--- src/rtl/axis_sweep_pkg.sv ---
// Shared types and elaboration helpers for the AXIS load-sweep sequencer.
package axis_sweep_pkg;

   typedef enum logic [2:0] {
      IDLE,
      RESET,
      SETTLE,
      RUN,
      REPORT,
      DRAIN
   } state_t;

   // Width of a sum of num_tg counters of count_w bits, wide enough to never overflow.
   function automatic int sum_width(input int count_w, input int num_tg);
      return count_w + $clog2(num_tg);
   endfunction

   // Largest of three cycle counts; sizes the shared phase counter.
   function automatic int max3(input int a, input int b, input int c);
      int m;
      m = (a > b) ? a : b;
      return (m > c) ? m : c;
   endfunction

endpackage

--- src/rtl/axis_sweep_sum.sv ---
// Registered adder of NUM_TG packed counters; result is valid one cycle after the inputs.
module axis_sweep_sum
   import axis_sweep_pkg::*;
#(
   parameter int NUM_TG      = 4,
   parameter int COUNT_WIDTH = 32,
   parameter int SUM_W       = sum_width(COUNT_WIDTH, NUM_TG)
) (
   input  logic                          clk,
   input  logic                          rst_n,
   input  logic [NUM_TG*COUNT_WIDTH-1:0] vec_i,
   output logic [SUM_W-1:0]              sum_o
);

   logic [SUM_W-1:0] sum_d;
   logic [SUM_W-1:0] sum_q;

   // Combinational sum of all lanes, each zero-extended to the full sum width.
   always_comb begin
      sum_d = '0;
      for (int i = 0; i < NUM_TG; i++) begin
         sum_d = sum_d + SUM_W'(vec_i[i*COUNT_WIDTH +: COUNT_WIDTH]);
      end
   end

   // Register the sum so the completion compare sees a stable value.
   always_ff @(posedge clk or negedge rst_n) begin
      if (!rst_n) begin
         sum_q <= '0;
      end else begin
         sum_q <= sum_d;
      end
   end

   assign sum_o = sum_q;

endmodule

--- src/rtl/axis_sweep_controller.sv ---
// Load-sweep sequencer: for each table entry, resets the traffic harness, runs all
// generators until they finish and the global sent/recv totals agree (or a timeout
// expires), then emits one result record before moving to the next load.
module axis_sweep_controller
   import axis_sweep_pkg::*;
#(
   parameter int NUM_TG         = 4,
   parameter int COUNT_WIDTH    = 32,
   parameter int LOAD_WIDTH     = 16,
   parameter int NUM_LOADS      = 14,
   parameter int RST_CYCLES     = 6,
   parameter int SETTLE_CYCLES  = 5,
   parameter int MIN_RUN_CYCLES = 6,
   parameter int DRAIN_CYCLES   = 3,
   parameter int TIMEOUT_WIDTH  = 31
) (
   input  logic                              clk,
   input  logic                              rst_n,
   input  logic                              go,
   input  logic [NUM_LOADS*LOAD_WIDTH-1:0]   load_table,
   output logic                              harness_rst_n,
   output logic [LOAD_WIDTH-1:0]             load,
   output logic [NUM_TG-1:0]                 start,
   input  logic [NUM_TG-1:0]                 done,
   input  logic [NUM_TG-1:0]                 error,
   input  logic [NUM_TG*COUNT_WIDTH-1:0]     total_sent,
   input  logic [NUM_TG*COUNT_WIDTH-1:0]     total_recv,
   output logic                              busy,
   output logic                              point_valid,
   output logic [$clog2(NUM_LOADS):0]        point_idx,
   output logic                              point_timeout,
   output logic                              point_error,
   output logic [TIMEOUT_WIDTH:0]            point_cycles,
   output logic                              sweep_done
);

   localparam int SUM_W = sum_width(COUNT_WIDTH, NUM_TG);
   localparam int IDX_W = $clog2(NUM_LOADS) + 1;
   localparam int RUN_W = TIMEOUT_WIDTH + 1;
   localparam int CNT_W = $clog2(max3(RST_CYCLES, SETTLE_CYCLES, DRAIN_CYCLES) + 1);

   localparam logic [RUN_W-1:0] RUN_LAST    = {1'b0, {TIMEOUT_WIDTH{1'b1}}};
   localparam logic [RUN_W-1:0] RUN_MIN     = RUN_W'(MIN_RUN_CYCLES);
   localparam logic [CNT_W-1:0] RST_LAST    = CNT_W'(RST_CYCLES - 1);
   localparam logic [CNT_W-1:0] SETTLE_LAST = CNT_W'(SETTLE_CYCLES - 1);
   localparam logic [CNT_W-1:0] DRAIN_LAST  = CNT_W'(DRAIN_CYCLES - 1);
   localparam logic [IDX_W-1:0] IDX_LAST    = IDX_W'(NUM_LOADS - 1);

   state_t                 state_q,     state_d;
   logic [CNT_W-1:0]       cnt_q,       cnt_d;
   logic [RUN_W-1:0]       run_cnt_q,   run_cnt_d;
   logic [IDX_W-1:0]       idx_q,       idx_d;
   logic [LOAD_WIDTH-1:0]  load_q,      load_d;
   logic                   hrst_n_q,    hrst_n_d;
   logic [NUM_TG-1:0]      start_q,     start_d;
   logic [NUM_TG-1:0]      done_seen_q, done_seen_d;
   logic                   busy_q,      busy_d;
   logic                   pvalid_q,    pvalid_d;
   logic [IDX_W-1:0]       pidx_q,      pidx_d;
   logic                   ptimeout_q,  ptimeout_d;
   logic                   perror_q,    perror_d;
   logic [RUN_W-1:0]       pcycles_q,   pcycles_d;
   logic                   sdone_q,     sdone_d;

   logic [SUM_W-1:0]       sum_sent_q;
   logic [SUM_W-1:0]       sum_recv_q;
   logic [IDX_W-1:0]       idx_next;

   axis_sweep_sum #(
      .NUM_TG      (NUM_TG),
      .COUNT_WIDTH (COUNT_WIDTH),
      .SUM_W       (SUM_W)
   ) u_sum_sent (
      .clk   (clk),
      .rst_n (rst_n),
      .vec_i (total_sent),
      .sum_o (sum_sent_q)
   );

   axis_sweep_sum #(
      .NUM_TG      (NUM_TG),
      .COUNT_WIDTH (COUNT_WIDTH),
      .SUM_W       (SUM_W)
   ) u_sum_recv (
      .clk   (clk),
      .rst_n (rst_n),
      .vec_i (total_recv),
      .sum_o (sum_recv_q)
   );

   assign idx_next = idx_q + 1'b1;

   // Next-state and register update logic; every state reuses the single phase counter.
   always_comb begin
      state_d     = state_q;
      cnt_d       = cnt_q;
      run_cnt_d   = run_cnt_q;
      idx_d       = idx_q;
      load_d      = load_q;
      hrst_n_d    = hrst_n_q;
      start_d     = start_q;
      done_seen_d = done_seen_q;
      busy_d      = busy_q;
      pvalid_d    = 1'b0;
      pidx_d      = pidx_q;
      ptimeout_d  = ptimeout_q;
      perror_d    = perror_q;
      pcycles_d   = pcycles_q;
      sdone_d     = 1'b0;

      case (state_q)
         IDLE: begin
            hrst_n_d = 1'b0;
            // The cycle that reports sweep_done still belongs to the finished sweep.
            if (go && !sdone_q) begin
               idx_d       = '0;
               load_d      = load_table[0 +: LOAD_WIDTH];
               busy_d      = 1'b1;
               cnt_d       = '0;
               done_seen_d = '0;
               state_d     = RESET;
            end
         end

         RESET: begin
            hrst_n_d = 1'b0;
            if (cnt_q == RST_LAST) begin
               cnt_d    = '0;
               hrst_n_d = 1'b1;
               state_d  = SETTLE;
            end else begin
               cnt_d = cnt_q + 1'b1;
            end
         end

         SETTLE: begin
            if (cnt_q == SETTLE_LAST) begin
               cnt_d     = '0;
               start_d   = '1;
               run_cnt_d = '0;
               state_d   = RUN;
            end else begin
               cnt_d = cnt_q + 1'b1;
            end
         end

         RUN: begin
            done_seen_d = done_seen_q | done;
            start_d     = start_q & ~done_seen_q;
            run_cnt_d   = run_cnt_q + 1'b1;
            // Timeout is tested first so it wins over a completion in the same cycle.
            if (run_cnt_q == RUN_LAST) begin
               ptimeout_d = 1'b1;
               state_d    = REPORT;
            end else if ((run_cnt_q >= RUN_MIN) && (&done_seen_q) &&
                         (sum_sent_q == sum_recv_q)) begin
               ptimeout_d = 1'b0;
               state_d    = REPORT;
            end
            if (state_d == REPORT) begin
               start_d   = '0;
               run_cnt_d = run_cnt_q;
               pvalid_d  = 1'b1;
               pidx_d    = idx_q;
               perror_d  = |error;
               pcycles_d = run_cnt_q;
            end
         end

         REPORT: begin
            start_d = '0;
            cnt_d   = '0;
            state_d = DRAIN;
         end

         DRAIN: begin
            if (cnt_q == DRAIN_LAST) begin
               cnt_d    = '0;
               hrst_n_d = 1'b0;
               if (idx_q == IDX_LAST) begin
                  busy_d  = 1'b0;
                  sdone_d = 1'b1;
                  state_d = IDLE;
               end else begin
                  // Load only changes here, while the harness is going back into reset.
                  idx_d       = idx_next;
                  load_d      = load_table[int'(idx_next)*LOAD_WIDTH +: LOAD_WIDTH];
                  done_seen_d = '0;
                  state_d     = RESET;
               end
            end else begin
               cnt_d = cnt_q + 1'b1;
            end
         end

         default: begin
            state_d = IDLE;
         end
      endcase
   end

   // State and result registers; reset abandons any sweep in progress.
   always_ff @(posedge clk or negedge rst_n) begin
      if (!rst_n) begin
         state_q     <= IDLE;
         cnt_q       <= '0;
         run_cnt_q   <= '0;
         idx_q       <= '0;
         load_q      <= '0;
         hrst_n_q    <= 1'b0;
         start_q     <= '0;
         done_seen_q <= '0;
         busy_q      <= 1'b0;
         pvalid_q    <= 1'b0;
         pidx_q      <= '0;
         ptimeout_q  <= 1'b0;
         perror_q    <= 1'b0;
         pcycles_q   <= '0;
         sdone_q     <= 1'b0;
      end else begin
         state_q     <= state_d;
         cnt_q       <= cnt_d;
         run_cnt_q   <= run_cnt_d;
         idx_q       <= idx_d;
         load_q      <= load_d;
         hrst_n_q    <= hrst_n_d;
         start_q     <= start_d;
         done_seen_q <= done_seen_d;
         busy_q      <= busy_d;
         pvalid_q    <= pvalid_d;
         pidx_q      <= pidx_d;
         ptimeout_q  <= ptimeout_d;
         perror_q    <= perror_d;
         pcycles_q   <= pcycles_d;
         sdone_q     <= sdone_d;
      end
   end

   assign harness_rst_n = hrst_n_q;
   assign load          = load_q;
   assign start         = start_q;
   assign busy          = busy_q;
   assign point_valid   = pvalid_q;
   assign point_idx     = pidx_q;
   assign point_timeout = ptimeout_q;
   assign point_error   = perror_q;
   assign point_cycles  = pcycles_q;
   assign sweep_done    = sdone_q;

endmodule

--- config.mk ---
export PLATFORM = sky130hd
export DESIGN_NAME = axis_sweep_controller
export DESIGN_NICKNAME = d
export VERILOG_FILES = /design/src/rtl/axis_sweep_pkg.sv /design/src/rtl/axis_sweep_sum.sv /design/src/rtl/axis_sweep_controller.sv
export SDC_FILE = /design/constraint.sdc
export NUM_CORES = 1
export LEC_CHECK = 0
export ABC_AREA = 1
export CORE_MARGIN = 4
export CORE_UTILIZATION = 45
export CTS_CLUSTER_SIZE = 25
export DETAILED_ROUTE_END_ITERATION = 7
export HOLD_SLACK_MARGIN = 0.1
export PLACE_DENSITY = 0.83
export SLEW_MARGIN = 10
export SYNTH_ARGS = -nofsm -noshare
export SYNTH_HDL_FRONTEND = slang
export SYNTH_SLANG_ARGS = --single-unit
--- constraint.sdc ---
create_clock -name clk -period 2.04 [get_ports clk]
set_clock_uncertainty 0.05 [all_clocks]
set_input_delay 0.51 -clock clk [delete_from_list [all_inputs] [get_ports clk]]
set_output_delay 0.51 -clock clk [all_outputs]
set_load 0.02 [all_outputs]
==> flow_summary.ini, run 1 <==
[outcome]
tool.error = [ERROR GRT-0232] Routing congestion too high. Check the congestion heatmap in the GUI.
failed_stage = global routing
outcome = did not finish

[grt]
grt_start_max_net_pins = 67
overflow = 35
grtUsageTotal_pct = 74.22

[clock_tree]
htreeDepth = 4
clock-sinks = 178
root_buffer = clkbuf_16
cts_buffer_depth = 2
cts_inserted_buffers = 17

[die]
initial_core_util_pct = 45.58
fp-row-count = 76
die_w_um = 217.1
die_h_um = 217.1
io_pins = 554

[place]
dpl.hpwl_um = 65160
routabilityCongestion = 1.014
portBuffers = 553
dp_slack_ps = -2389

[synth]
synth-simple-area-share_pct = 27.12
synth_top_cell_by_area = dfrtp_1
yosysTopAreaCellShare_pct = 22.64
synth_top_family_by_area = simple AND/OR/NAND/NOR gates
syn-cell-area_um2 = 19680
ys_ff_latch = 178
synth.area.top_cells = dfrtp_1, nand2_1, inv_1, ha_1, nor2_1
yosysUniqueCellTypes = 42
ys_seq_area_share_pct = 22.64
synthMuxAreaShare_pct = 0.2544
ys_warn_count = 0
syn_inst = 3015
synth_xor_area_share_pct = 6.893
synth_compound_area_share_pct = 16.04
synth_nets = 3710
synthAdderAreaFrac_pct = 15.57
synth.avg_cell_area_um2 = 6.526

[sta]
worst_endpoint = u_sum_recv.sum_o[24]$_DFF_PN0_/D
worst-ep-kind = register input
-- cells by family after synthesis --
family,Yosys count
AO/OA/AOI/OAI,575
adder cells (fa/ha/maj),204
buffers and inverters,582
multiplexers,5
XOR/XNOR,154
AND/OR/NAND/NOR,1317
flip-flops,178
-- stage by stage --
step / cells / utilization, % / cell area [µm²] / hold slack [ps]
CTS: 4672 / 83.66 / 36120 / 426.5
detailed placement: 4540 / 70.25 / 30330 / 407.3
global placement: 4540 / 70.25 / 30330 / 405.5
floorplan: 3015 / - / 20760 / 164.4
-- cells in the mapped netlist (all sizes together) --
cell type / n
clkinv: 1
or2: 1
clkbuf: 48
or4: 1
inv: 504
o21a: 9
o21ai: 229
nor3: 33
ha: 136
o22ai: 33
dfrtp: 178
xnor2: 62
nand4: 31
nor2: 417
a31oi: 10
nor4: 3
o31ai: 2
o221ai: 6
o211ai: 8
a31o: 1
a21oi: 217
a21boi: 6
nand2: 671
xor2: 92
buf: 29
mux2i: 5
fa: 68
a21o: 24
o21bai: 30
nand3b: 1
nand3: 159
-- per-layer routing --
| metal | overflow | global-route usage, % |
|---|---|---|
| met1 | 0 | 69.13 |
| met5 | 0 | 25.94 |
| met4 | 20 | 79.05 |
| met3 | 0 | 60.01 |
| met2 | 15 | 93.38 |
-- what timing repair did --
action / 4_1_cts
setup endpoints to repair: 161
pin swaps: 495
hold endpoints to repair: 33
cloned: 18
buffers inserted: 92
hold buffers: 1
gates resized for setup: 1241
==> inputs of run 2 (changes only) <==
--- a/config.mk
+++ b/config.mk
@@ -7,11 +7,9 @@
 export LEC_CHECK = 0
 export ABC_AREA = 1
 export CORE_MARGIN = 4
-export CORE_UTILIZATION = 45
-export CTS_CLUSTER_SIZE = 25
+export CORE_UTILIZATION = 40
 export DETAILED_ROUTE_END_ITERATION = 7
-export HOLD_SLACK_MARGIN = 0.1
-export PLACE_DENSITY = 0.83
+export PLACE_DENSITY_LB_ADDON = 0.15
 export SLEW_MARGIN = 10
 export SYNTH_ARGS = -nofsm -noshare
 export SYNTH_HDL_FRONTEND = slang
==> constraint.sdc (replaced) <==
create_clock -name clk -period 2.7 [get_ports clk]
set_clock_uncertainty 0.05 [all_clocks]
set_input_delay 0.675 -clock clk [delete_from_list [all_inputs] [get_ports clk]]
set_output_delay 0.675 -clock clk [all_outputs]
set_load 0.02 [all_outputs]
==> run 2 against run 1 <==
Net effect: area after synthesis unchanged; synthesized cell count unchanged; the flow now finishes, with violations (negative setup slack).
==> flow_summary.ini, run 2 <==
[outcome]
outcome = complete, but fails checks
violations = negative setup slack

[power_and_ir_drop]
power_density_nw_per_um2 = 660.2
power_leakage_nw = 16.50
ir_worst_vdd_mv = 0.7666

[routing]
drtPass1Iterations = 5
viasPerCell = 5.361
drc = 0
vias = 25230
drtIter0Drc = 1958
drtAntennaViolNets = 0
wirelength_um = 100100
wl_per_cell_um = 21.27

[synth]
ys_ff_latch = 178
synth.avg_cell_area_um2 = 6.526
ys_warn_count = 0
synth.area.top_cells = dfrtp_1, nand2_1, inv_1, ha_1, nor2_1
syn-cell-area_um2 = 19680
ys_seq_area_share_pct = 22.64
yosysMostFrequentCell = nand2_1
async_flop_share_pct = 100.0
ys.flop_type = dfrtp_1
synth_top_cell_by_area = dfrtp_1
yosysTopAreaCellShare_pct = 22.64
synth_edf_count = 0
syn_inst = 3015
yosysUniqueCellTypes = 42
synth_nets = 3710
ys_top_cells_by_count = nand2_1, inv_1, nor2_1, a21oi_1, o21ai_0

[grt]
gr-max-usage-layer = met2
grtUsageMet1_pct = 41.99
gr-usage-met3_pct = 5.302
grt_pass1_vias = 25380
overflow = 0
met2_usage_pct = 58.82
grt_pass1_wl_um = 139700
grtUsageTotal_pct = 33.26
antenna_found_initial = 8
grt_start_max_net_pins = 110

[clock_tree]
root_buffer = clkbuf_16
hold_buffers = 0
clock_latency_ps = 460
cts_tree = built
htreeDepth = 4
cts_inserted_buffers = 17
clock-sinks = 178
clkSlewWorstSetupHoldPaths_ps = 80
cts_buffer_depth = 2

[sta]
period_share_pct = 141.4
worstMarginPinSlew_ps = 1110
rsz0062_at_grt = yes
drv_slew = 0
hold_viol = 0
setup_violations = 61
max_freq_mhz = 261.9
period_minus_slack_ps = 3818
setup_ws_ps = -1118
slew_headroom_pct = 25.75

[die]
design.core.area_um2 = 48750
io_pins = 554
die_h_um = 229.8
dieArea_um2 = 52800
fp-row-count = 81
die_w_um = 229.8
initial_core_util_pct = 40.36

[finish]
fin_nets = 4715
drive_above_1_share_pct = 36.47
mostFrequentLayoutCells = nand2_1, clkdlybuf4s50_1, buf_4
mostFrequentLayoutCell = nand2_1
syn_to_final_growth_pct = 82.28
finish.utilization_pct = 73.58

[setup_path]
critPathMaxFanout = 4
cp-end-kind = flop
cp-start-kind = primary input
worstPathRequired_ps = 2980
arrival_ps = 4090
crit_type = primary input to flop

[place]
dp_slack_ps = -1972
portBuffers = 553
dpl.hpwl_um = 71310
routabilityCongestion = 0.9809

[worst_hold_path]
hp-class = primary input to asynchronous set/reset pin

[flow_run]
cap_viol_max_count = 0
run 2: metrics by stage:
step	hold slack, ps	TNS (ps)	instance area, µm²	total power [mW]	instances
floorplan	329.4	-39630	20760	10.47	3015
global placement	403.8	-97700	29940	15.41	4564
detailed placement	408.9	-101060	29940	15.59	4564
CTS	112.7	-40980	34440	21.29	4672
global route	128.4	-57260	35860	24.90	4702
finish	103.6	-53180	35870	23.68	4705
run 2: layer usage:
layer / vias up / share of wire, %
met1: 12180 / 40
li1: 11620 / -
met5: - / 0.029
met2: 1115 / 49
met3: 312 / 6.4
met4: 4 / 4.7
run 2: kinds of logic after synthesis:
kind of cell / count (synthesis) / share of synthesized area [%]
mux: 5 / 0.2544
flops: 178 / 22.64
xor+xnor: 154 / 6.893
fa+ha+maj: 204 / 15.57
compound gates: 575 / 16.04
buf+inv: 582 / 11.49
simple gates: 1317 / 27.12
run 2: timing repair:
action / 4_1_cts / 5_1_grt
pin swaps: 393 / 196
endpoints found under the setup margin: 64 / 81
endpoints found under the hold margin: 0 / 0
resized for setup: 1038 / 310
gates cloned: 0 / 0
setup buffers: 85 / 35
run 2: power breakdown:
part           total (mW)  switching [mW]  internal (mW)
logic                17.3            9.19           8.10
clock network        2.72            1.27           1.45
registers            3.67           0.362           3.31
run 2: cell type report:
cell class	count	area, µm²
multi-input cells	2255	18320
fillers	3577	12880
repair buffers	1063	9656
flip-flops and latches	178	4458
inverters	505	1928
well taps	664	830.8
clock buffers	17	425.4
clock inverters	15	234.0
diodes	8	20.02
run 2: worst paths after layout:
path	endpoint	cells after the start	slack, ps	from
worst max-delay path	u_sum_sent.sum_o[32]	22	-1120	total_sent[32]
worst min-delay path	point_cycles[3]	1	100	rst_n
worst max register to register	run_cnt_q[17]	13	60	u_sum_recv.sum_o[5]
worst min register to register	point_cycles[28]	2	430	point_cycles[28]
max in group asynchronous	idx_q[0]	2	1810	rst_n
min in group clk	point_cycles[28]	2	430	point_cycles[28]
run 2: critical path: stages:
cell and delay, ps:
buf_8 70, ha_4 130, inv_2 40, fa_2 380, o21ai_4 230, a21boi_4 130
buf_6 140, o21ai_4 220, nand2_1 90, nand2_2 90, xnor2_2 80, fa_1 550
inv_2 50, ha_4 230, buf_4 140, nand2_4 80, inv_4 50, a21oi_4 240
o21ai_4 110, a21oi_2 130, nand2_1 70, xor2_1 150
(Power assumes the default switching activity.)
